$ cat config.mk
export PLATFORM = sky130hd
export DESIGN_NAME = fetch_unit
export DESIGN_NICKNAME = d
export VERILOG_FILES = /design/src/rtl/fetch_unit.sv
export SDC_FILE = /design/constraint.sdc
export NUM_CORES = 1
export LEC_CHECK = 0
export ABC_AREA = 1
export CAP_MARGIN = 0
export CORE_ASPECT_RATIO = 0.8
export CORE_MARGIN = 5
export CORE_UTILIZATION = 40
export CTS_CLUSTER_SIZE = 30
export DETAILED_ROUTE_END_ITERATION = 10
export GPL_TIMING_DRIVEN = 0
export PLACE_DENSITY = 0.77
export SYNTH_ARGS = -nofsm -noshare
export SYNTH_HDL_FRONTEND = slang
export SYNTH_SLANG_ARGS = --single-unit
$ cat constraint.sdc
create_clock -name clk -period 3.1 [get_ports clk]
set_clock_uncertainty 0.15 [all_clocks]
set_input_delay 0.465 -clock clk [delete_from_list [all_inputs] [get_ports clk]]
set_output_delay 0.465 -clock clk [all_outputs]
set_load 0.03 [all_outputs]
$ cat src/rtl/fetch_unit.sv
// fetch_unit: instruction fetch stage. Owns the architectural PC, fetches one
// word at a time over a valid/ready request channel, holds the word for the
// decoder until retire, then steers the PC from the decoder's pc_sel.
module fetch_unit #(
  parameter int              XLEN       = 32,
  parameter int              PC_SEL_LEN = 3,
  parameter logic [XLEN-1:0] RESET_PC   = '0
) (
  input  logic                  clk,
  input  logic                  reset,
  output logic                  imem_req_valid,
  input  logic                  imem_req_ready,
  output logic [XLEN-1:0]       imem_addr,
  input  logic                  imem_resp_valid,
  input  logic [XLEN-1:0]       imem_resp_data,
  output logic [XLEN-1:0]       inst,
  output logic                  inst_valid,
  output logic [XLEN-1:0]       pc,
  input  logic                  retire,
  input  logic [PC_SEL_LEN-1:0] pc_sel,
  input  logic                  br_taken,
  input  logic [XLEN-1:0]       imm_b,
  input  logic [XLEN-1:0]       imm_j,
  input  logic [XLEN-1:0]       imm_i,
  input  logic [XLEN-1:0]       rs1_data,
  input  logic                  dec_error,
  output logic                  halted,
  output logic                  misaligned
);

  localparam logic [PC_SEL_LEN-1:0] PC_PLUS_FOUR = PC_SEL_LEN'(0);
  localparam logic [PC_SEL_LEN-1:0] PC_BRANCH    = PC_SEL_LEN'(1);
  localparam logic [PC_SEL_LEN-1:0] PC_JAL       = PC_SEL_LEN'(2);
  localparam logic [PC_SEL_LEN-1:0] PC_JALR      = PC_SEL_LEN'(3);

  typedef enum logic [2:0] {
    S_START,
    S_REQ,
    S_WAIT,
    S_EXEC,
    S_HALT
  } state_t;

  state_t          state;
  logic [XLEN-1:0] next_pc;
  logic            sel_ok;

  // Handshake and status outputs are pure decodes of the state register.
  assign imem_req_valid = (state == S_REQ);
  assign inst_valid     = (state == S_EXEC);
  assign halted         = (state == S_HALT);
  assign imem_addr      = pc;

  // Next-PC candidate from the decoder's select; unknown selects flag sel_ok=0.
  always_comb begin
    next_pc = pc + XLEN'(4);
    sel_ok  = 1'b1;
    case (pc_sel)
      PC_PLUS_FOUR: begin
        next_pc = pc + XLEN'(4);
      end
      PC_BRANCH: begin
        if (br_taken) next_pc = pc + imm_b;
      end
      PC_JAL: begin
        next_pc = pc + imm_j;
      end
      PC_JALR: begin
        next_pc    = rs1_data + imm_i;
        next_pc[0] = 1'b0;
      end
      default: begin
        sel_ok = 1'b0;
      end
    endcase
  end

  // Fetch sequencer: request, wait for data, hold for retire, redirect or halt.
  always_ff @(posedge clk or posedge reset) begin
    if (reset) begin
      state      <= S_START;
      pc         <= RESET_PC;
      inst       <= '0;
      misaligned <= 1'b0;
    end else begin
      case (state)
        S_START: state <= S_REQ;
        S_REQ: begin
          if (imem_req_ready) state <= S_WAIT;
        end
        S_WAIT: begin
          if (imem_resp_valid) begin
            inst  <= imem_resp_data;
            state <= S_EXEC;
          end
        end
        S_EXEC: begin
          if (retire) begin
            if (dec_error || !sel_ok) begin
              state <= S_HALT;
            end else if (next_pc[1:0] != 2'b00) begin
              // Faulting target is not committed; pc keeps the offending inst.
              misaligned <= 1'b1;
              state      <= S_HALT;
            end else begin
              pc    <= next_pc;
              state <= S_REQ;
            end
          end
        end
        S_HALT:  state <= S_HALT;
        default: state <= S_HALT;
      endcase
    end
  end

endmodule
=== Word-level counts from Yosys, hierarchy flattened ===
Cells that the tools add are included.

* Add/subtract/negate cells: 4
* Equality and inequality tests: 10
* Multiplexer cells: 9
* Bitwise operators: 2
* Reductions and logical operators: 10

{| class="wikitable"
|+ Operator list
! cell !! number
|-
| adder 32 bit || 3
|-
| one-hot mux 32 bit (3 select lines) || 1
|-
| adder 32 x 3 -> 32 bit (second input constant) || 1
|-
| 2-to-1 mux 32 bit || 1
|-
| 2-to-1 mux 3 bit || 5
|-
| == test 3 x 2 -> 1 bit (second input constant) || 4
|-
| one-hot mux 3 bit (4 select lines) || 1
|-
| AND reduction 4 bit || 2
|-
| == test 3 x 1 -> 1 bit (second input constant) || 2
|-
| logical NOT 3 bit || 2
|-
| != test 2 x 1 -> 1 bit (second input constant) || 2
|-
| OR reduction 4 bit || 1
|-
| == test 3 bit (second input constant) || 1
|-
| AND reduction 3 bit || 1
|-
| != test 2 bit (second input constant) || 1
|-
| NOT 1 bit || 2
|-
| AND reduction 2 bit || 1
|-
| nonzero test 2 bit || 1
|-
| logical NOT 1 bit || 1
|-
| logical OR 1 bit || 1
|-
| 2-to-1 mux 1 bit || 1
|}

* Flip-flop bits (word level): 68
* Input bits: 170
* Output and inout port bits: 100
* Word-level logic and storage cells: 39

=== Longest topological paths before layout ===
Gate-level depths: netlist of run 1.

* Depth after elaboration: 8
* Gate-level depth with buffers: 18

=== Worst setup path before layout of run 1 ===
No wires, ideal clock.

* Kind: reg2reg
* Start point: reg pc[0], in the netlist imem_addr[0]
* End point: reg pc[30], in the netlist imem_addr[30]
* Library setup time: 0.117 ns
* Arrival: 2.184 ns
* Data required time: 2.833 ns
* Slack: 0.649 ns
* Stages on the path, launching flop included: 17
* Path buffers: 0
* Path through: dfrtp_1 > ha_1 > fa_1 > nand3_1 > nand3_1 > nand2_1 > nand2_1 > nand2_1 > nand2_1 > nand2_1 > nand2_1 > nand2_1 > nand3_1 > nand2_1 > nand3_1 > nand2_1 > nand2_1

* Longest elaborated chain between the ends: 6
* Elaborated cells on any way between the ends: 8

{| class="wikitable"
|+ Ends and longest elaborated chain
! item !! RTL line !! source
|-
| from (decl) || 18 || <nowiki>output logic [XLEN-1:0] pc,</nowiki>
|-
| from (signal assigned) || 106 || <nowiki>pc <= next_pc;</nowiki>
|-
| adder 32 x 3 -> 32 bit or adder 32 bit (tied branches) || 56, 60, 63 ||
|-
| 2-to-1 mux 32 bit || 63 || <nowiki>if (br_taken) next_pc = pc + imm_b;</nowiki>
|-
| one-hot mux 32 bit (3 select lines) * || 58 || <nowiki>case (pc_sel)</nowiki>
|-
| nonzero test 2 bit || 101 || <nowiki>end else if (next_pc[1:0] != 2'b00) begin</nowiki>
|-
| NOT 1 bit (no line) || n/a ||
|-
| AND reduction 4 bit (no line) || n/a ||
|}

Mark *: on every way between the ends. The rest lies on a longest branch, timed or not.
A chain may end at the register's enable or synchronous reset.

=== Worst setup path in the final report of run 1 ===
* Start point: reg pc[26], in the netlist imem_addr[26]
* End point: reg pc[27], in the netlist imem_addr[27]

* Longest elaborated chain between the ends: 3
* Elaborated cells on any way between the ends: 5

{| class="wikitable"
|+ Ends and longest elaborated chain
! item !! RTL line
|-
| adder 32 x 3 -> 32 bit or adder 32 bit (tied branches) || 56, 60, 63
|-
| 2-to-1 mux 32 bit || 63
|-
| one-hot mux 32 bit (3 select lines) * || 58
|}

Marked as above.

==> results of run 1 <==
-- cells in the final DEF (no fill, tap or decap), types with 4 or more instances in the layout --
master | Yosys | routed
buf_4 | 33 | 33
a21boi_0 | 5 | 5
buf_2 | 5 | 5
dfrtp_1 | 68 | 66
nand3b_1 | 6 | 6
a21oi_1 | 124 | 124
clkbuf_16 | 0 | 9
o21bai_1 | 13 | 13
xor2_1 | 13 | 13
o22ai_1 | 5 | 5
o21ai_0 | 60 | 59
o21ai_1 | 6 | 7
or2_2 | 10 | 10
nand4_1 | 13 | 13
nor3_1 | 30 | 30
inv_1 | 389 | 388
clkbuf_1 | 15 | 15
nand3_1 | 159 | 158
nand2_1 | 804 | 804
ha_1 | 93 | 91
clkdlybuf4s50_1 | 0 | 268
nor2_1 | 177 | 175
mux2_2 | 32 | 32
and2_1 | 5 | 5
inv_6 | 0 | 4
xnor2_1 | 10 | 10
nor2_2 | 3 | 5
-- state kept, by name (all words and copies together), names as in the netlist --
register and count:
inst 32, state 3, imem_addr 32, misaligned 1
-- routing by layer --
layer | GRT usage (%) | up-vias
met1 | 43.0 | 6361
met5 | 0 | -
met4 | 4.69 | 0
met2 | 39.3 | 564
met3 | 4.65 | 45
li1 | - | 7118
-- layout make-up --
type / count / share of cell area, %
inverter: 392 / 9.87
buffer: 56 / 2.28
tap: 370 / 3.10
multi-input combinational: 1594 / 53.3
timing repair buffer: 268 / 18.0
clock inverter: 7 / 0.536
sequential: 68 / 11.4
clock buffer: 9 / 1.51
-- logic make-up (layout without fill, tap and decap cells) --
group	count (synthesis)	count (layout)	synth area share, %
AOI/OAI and AO/OA	231	231	11.0
muxes	32	32	3.14
buffers and inverters	448	732	15.8
DFF	68	68	14.8
xor gates and xnor gates	23	23	1.76
adders and majority gates	96	96	10.7
and+or+nand+nor	1212	1212	42.8
-- stage by stage --
| stage | std cells | cell area, sq um |
|---|---|---|
| 2_1_floorplan | 2110 | 11500 |
| 3_3_place_gp | 2748 | 14600 |
| 3_5_place_dp | 2748 | 14600 |
| 4_1_cts | 2764 | 14900 |
| 5_1_grt | 2764 | 14900 |
| 6_report | 2764 | 14900 |
-- power breakdown --
part	leakage, nW	switching (W)	internal, W
logic	7.24	0.000701	0.000471
clock network	0.143	0.000459	0.000635
registers	0.895	0	0.000887
-- path summary, 6_finish.rpt --
kind                                       to     startpoint  depth (start not counted)  slack, ns
worst min-delay path               misaligned     misaligned                          1       0.32
worst min register to register     misaligned     misaligned                          1       0.32
max in group asynchronous        imem_addr[6]          reset                          2       1.69
min in group asynchronous             inst[3]          reset                          2       0.51
worst max-delay path            imem_addr[27]  imem_addr[26]                         15       0.11
worst max register to register  imem_addr[27]  imem_addr[26]                         15       0.11
-- critical path, stage by stage (launching register included) --
cell and delay [ns]:
dfrtp_1 0.59, ha_2 0.53, nand2_1 0.12, nor2_1 0.22, inv_1 0.07, nor2_1 0.31
and2_1 0.18, nand2_1 0.14, nand2_1 0.11, nand2_1 0.05, nand3_1 0.07, nand2_1 0.10
inv_1 0.06, nand3_1 0.06, nand2_1 0.08, nand2_1 0.04
==> results.cfg, run 1 <==
[detailed_routing]
routed_wl_microns = 46100
firstDrtPassIters = 6
wl_met2_microns = 18400
wl_per_cell_microns = 16.7
ant_nets = 0
routedLengthMet1_microns = 22900
highest_layer = met4
first_iter_violations = 1272
via_count = 14100
drc = 0
dr_wl_met3_microns = 4170
viasPerCell = 5.10

[run]
maxCapViolations = 0

[worst_setup_path]
start_kind = flop
required_ns = 3.19
cp-end-kind = flop
cp_max_fo = 9
critPathKind = flop to flop
cp.arrival_ns = 3.09

[floorplanning]
start_util_pct = 40.5
die_area_sq_um = 32200
core-area_sq_um = 28300
die_h_microns = 161
pin_count = 270
row_count = 55
fp.dieW_microns = 199

[power_and_ir_drop]
totalPowerFinal_w = 0.00315
cellLeakagePower_nw = 8.27
vdd_drop_max_uv = 241
power_density_nw_per_um2 = 211

[grt]
grt_overflow = 0
grt_max_degree = 69
grt_use_total_pct = 27.4
grt_pass1_wl_microns = 69900
antenna_found_initial = 0
grt_pass1_vias = 12700

[final_layout]
final_util_pct = 52.8
drive_gt1_share_pct = 4.68
multi_input_area_sq_um = 7970
synthToLayoutAreaGrowth_pct = 30.3
antennaDiodeCount = 0
regArea_sq_um = 1700
fill_cells = 2994
num-nets-final = 2655

[synthesis]
ys.flop_type = dfrtp_1
synth_area_leader_cell = nand2_1
synth-edff-count = 0
yosysMostFrequentCell = nand2_1
synth_cell_types = 43
ys_seq_elements = 68
synthesis.area_sq_um = 11500
yosysWarningCount = 0
syn_inst = 2110
async_reset_ff_share_pct = 100
synth_top_cells_by_area = nand2_1 (26%), dfrtp_1 (15%), inv_1 (13%)
ys_seq_area_share_pct = 14.8
syn_area_per_cell_sq_um = 5.43
yosys.area.top_type_share_pct = 26.3
ys_top_cells_by_count = nand2_1 (804), inv_1 (389), nor2_1 (177)
syn_nets = 2376

[clock_network]
cts.sinks = 68
cts_resized = 0
clockBufferDepth = 2
cts-root-buf = clkbuf_16
cts_tree = built
htree_levels = 3
clock_latency_ns = 0.35
postCtsSetupBuffers = 0
hold_buffers = 0
clk_pin_slew_worst_paths_ns = 0.07
cts_buffers = 9

[timing]
grt_setup_unrepaired = no
setup-tns-final_ns = 0
relSlewSlack_pct = 41.9
hold_viol_final = 0
tightest_slew_ns = 0.871
holdWs_ns = 0.320
drv_slew = 0
timing.fmax_mhz = 334
post-route-period-util_pct = 96.6
layout_setup_ws_ns = 0.107
timing.final.crit_period_ns = 2.99
setup_violations = 0

[placed_design]
dpl.hpwl_microns = 39700
gp_congestion = 0.990
port_buffers = 268
post-place-ws_ns = -0.149

[outcome]
status = finished clean

[hold_path]
hold_class = flop to flop
(Power assumes the default switching activity.)
==> inputs of run 2 (changes only) <==
--- a/config.mk
+++ b/config.mk
@@ -10,6 +10,7 @@
 export CORE_ASPECT_RATIO = 0.8
 export CORE_MARGIN = 5
 export CORE_UTILIZATION = 40
+export CTS_BUF_LIST = sky130_fd_sc_hd__clkbuf_4 sky130_fd_sc_hd__clkbuf_8 sky130_fd_sc_hd__clkbuf_16
 export CTS_CLUSTER_SIZE = 30
 export DETAILED_ROUTE_END_ITERATION = 10
 export GPL_TIMING_DRIVEN = 0
==> results of run 2 <==
The final DEF is identical to that of run 1; final timing and power are the same.
==> inputs of run 3 (changes only) <==
--- a/config.mk
+++ b/config.mk
@@ -5,7 +5,6 @@
 export SDC_FILE = /design/constraint.sdc
 export NUM_CORES = 1
 export LEC_CHECK = 0
-export ABC_AREA = 1
 export CAP_MARGIN = 0
 export CORE_ASPECT_RATIO = 0.8
 export CORE_MARGIN = 5
@@ -14,7 +13,7 @@
 export CTS_CLUSTER_SIZE = 30
 export DETAILED_ROUTE_END_ITERATION = 10
 export GPL_TIMING_DRIVEN = 0
-export PLACE_DENSITY = 0.77
+export PLACE_DENSITY = 0.8
 export SYNTH_ARGS = -nofsm -noshare
 export SYNTH_HDL_FRONTEND = slang
 export SYNTH_SLANG_ARGS = --single-unit
==> results.cfg, run 3 <==
[synthesis]
ys.flop_type = dfrtp_1
synth_cell_types = 86
syn_inst = 1267
yosysMostFrequentCell = a21oi_1
ys_seq_elements = 68
async_reset_ff_share_pct = 100
synth-edff-count = 0
yosysWarningCount = 0
synthesis.area_sq_um = 9700
synth_top_cells_by_area = dfrtp_1 (18%), ha_1 (12%), a21oi_1 (6.8%)
syn_area_per_cell_sq_um = 7.65
yosys.area.top_type_share_pct = 17.5
syn_nets = 1533
synth_area_leader_cell = dfrtp_1
ys_top_cells_by_count = a21oi_1 (132), nand2_1 (109), nor2_1 (95)
ys_seq_area_share_pct = 17.5

[worst_setup_path]
reg2reg_slack_ns = -0.10
cp_slowest_cell = dfrtp_2
critPathMaxStageDelay_ns = 0.45
cp.arrival_ns = 3.31
cp_max_fo = 4
critPathKind = flop to flop
required_ns = 3.21
start_kind = flop
path_cells = ha_4 -> fa_2 -> a21o_1 -> a221o_1 -> a31oi_4 -> buf_4 -> o21bai_2 -> a21bo_2 -> a21oi_2 -> xnor2_1 -> o221ai_1 -> a21oi_1
cp-end-kind = flop
crit_buf_inv = 1
crit_family = compound AO/OA/AOI/OAI gates

[clock_network]
clk_pin_slew_worst_paths_ns = 0.07
clockBufferDepth = 2
cts_tree = built
hold_buffers = 0
cts_buffers = 9
cts.sinks = 68
clock_latency_ns = 0.34
htree_levels = 3
cts-root-buf = clkbuf_16

[final_layout]
synthToLayoutAreaGrowth_pct = 45.6
mostFrequentLayoutCells = clkdlybuf4s50_1 (251), a21oi_1 (113), nand2_1 (105)
fill_cells = 2115
num-nets-final = 1832
mostFrequentLayoutCell = clkdlybuf4s50_1
design_area_sq_um = 14100
drive_gt1_share_pct = 18.1

[floorplanning]
die_area_sq_um = 27500
fp.dieW_microns = 184
row_count = 51
core-area_sq_um = 24100
die_h_microns = 149
pin_count = 270
start_util_pct = 40.2

[timing]
timing.final.crit_period_ns = 3.20
setup-tns-final_ns = -0.547
setup_violations = 9
hold_viol_final = 0
grt_setup_unrepaired = yes
post-route-period-util_pct = 103
relSlewSlack_pct = 40.7
layout_setup_ws_ns = -0.104
timing.fmax_mhz = 312
tightest_slew_ns = 0.890
drv_slew = 0

[run]
maxCapViolations = 0

[detailed_routing]
firstDrtPassIters = 5
wl_per_cell_microns = 20.6
ant_nets = 0
drc = 0
routed_wl_microns = 38900
viasPerCell = 6.13
via_count = 11600
first_iter_violations = 1072

[power_and_ir_drop]
totalPowerFinal_w = 0.00690
cellLeakagePower_nw = 5.87
vdd_drop_max_uv = 283
power_density_nw_per_um2 = 488

[grt]
grt_use_total_pct = 25.8
grt_max_degree = 69
antenna_found_initial = 1
grt_pass1_vias = 10800
grt_overflow = 0
grt_pass1_wl_microns = 57300

[placed_design]
postPlaceCellArea_sq_um = 12800
gp_congestion = 0.987
port_buffers = 268
dpl.hpwl_microns = 30000
post-place-ws_ns = -0.852

[outcome]
status = complete, but fails checks
failed_checks = negative setup slack

[hold_path]
hold_class = flop to flop
[run 3: cell families (layout without fill, tap and decap cells)]
kind of cell,count (synthesis),in the layout,synth area share (%)
other,0,1,0
and+or+nand+nor,382,382,19.1
AOI/OAI and AO/OA,460,460,31.0
buffers and inverters,125,429,6.45
xor gates and xnor gates,95,95,8.58
DFF,68,68,17.5
muxes,41,41,4.64
adders and majority gates,96,96,12.6
[run 3: worst reg2reg max path, cell delays in order, from the launching register on]
cell and delay [ns]:
dfrtp_2 0.45, ha_4 0.18, fa_2 0.34, a21o_1 0.18, a221o_1 0.37, a31oi_4 0.30
buf_4 0.17, o21bai_2 0.09, a21bo_2 0.25, a21oi_2 0.15, xnor2_1 0.17, o221ai_1 0.15
a21oi_1 0.17
[run 3: where the power goes]
part           switching, W  leakage [nW]  internal, W
Sequential         0.000336         0.860      0.00117
Clock              0.000461         0.147     0.000635
Combinational       0.00237          4.86      0.00193
Total               0.00317          5.87      0.00373
[run 3: cell type report]
cell class / count / area (sq um) / share of cell area, %
Clock buffer: 9 / 225 / 1.60
Buffer: 73 / 439 / 3.11
Multi-Input combinational cell: 1074 / 8120 / 57.5
Inverter: 34 / 131 / 0.930
Antenna cell: 1 / 2.50 / 0.0177
Timing Repair Buffer: 306 / 3010 / 21.3
Sequential cell: 68 / 1720 / 12.2
Clock inverter: 7 / 81.3 / 0.576
Tap cell: 318 / 398 / 2.82
[run 3: worst paths after layout]
path / end / cells past startpoint / start
setup / recovery: imem_addr[28] / 12 / imem_addr[0]
hold / removal: misaligned / 1 / misaligned
setup reg to reg: imem_addr[28] / 12 / imem_addr[0]
hold reg to reg: misaligned / 1 / misaligned
max in group asynchronous: imem_addr[18] / 2 / reset
min in group asynchronous: inst[22] / 2 / reset
[run 3: metal layers]
| layer | global-route usage (%) | vias up | share of wire [%] |
|---|---|---|---|
| met4 | 7.39 | 0 | 2.9 |
| met3 | 5.83 | 93 | 11 |
| met2 | 40.6 | 696 | 45 |
| met5 | 0 | - | 0 |
| met1 | 35.6 | 5480 | 41 |
| li1 | - | 5312 | - |
[run 3: per-stage QoR]
step	utilization [%]	hold slack [ns]	instances
after global placement	53.0	0.318	1853
after detailed placement	53.0	0.314	1853
final	58.5	0.332	1890
after floorplan	-	0.317	1267
after global routing	58.5	0.352	1890
after CTS	55.8	0.332	1882
[run 3: timing repair]
item	4_1_cts	5_1_grt
gates resized for setup	70	126
setup buffers	17	22
setup endpoints to repair	31	30
pin swaps	30	42
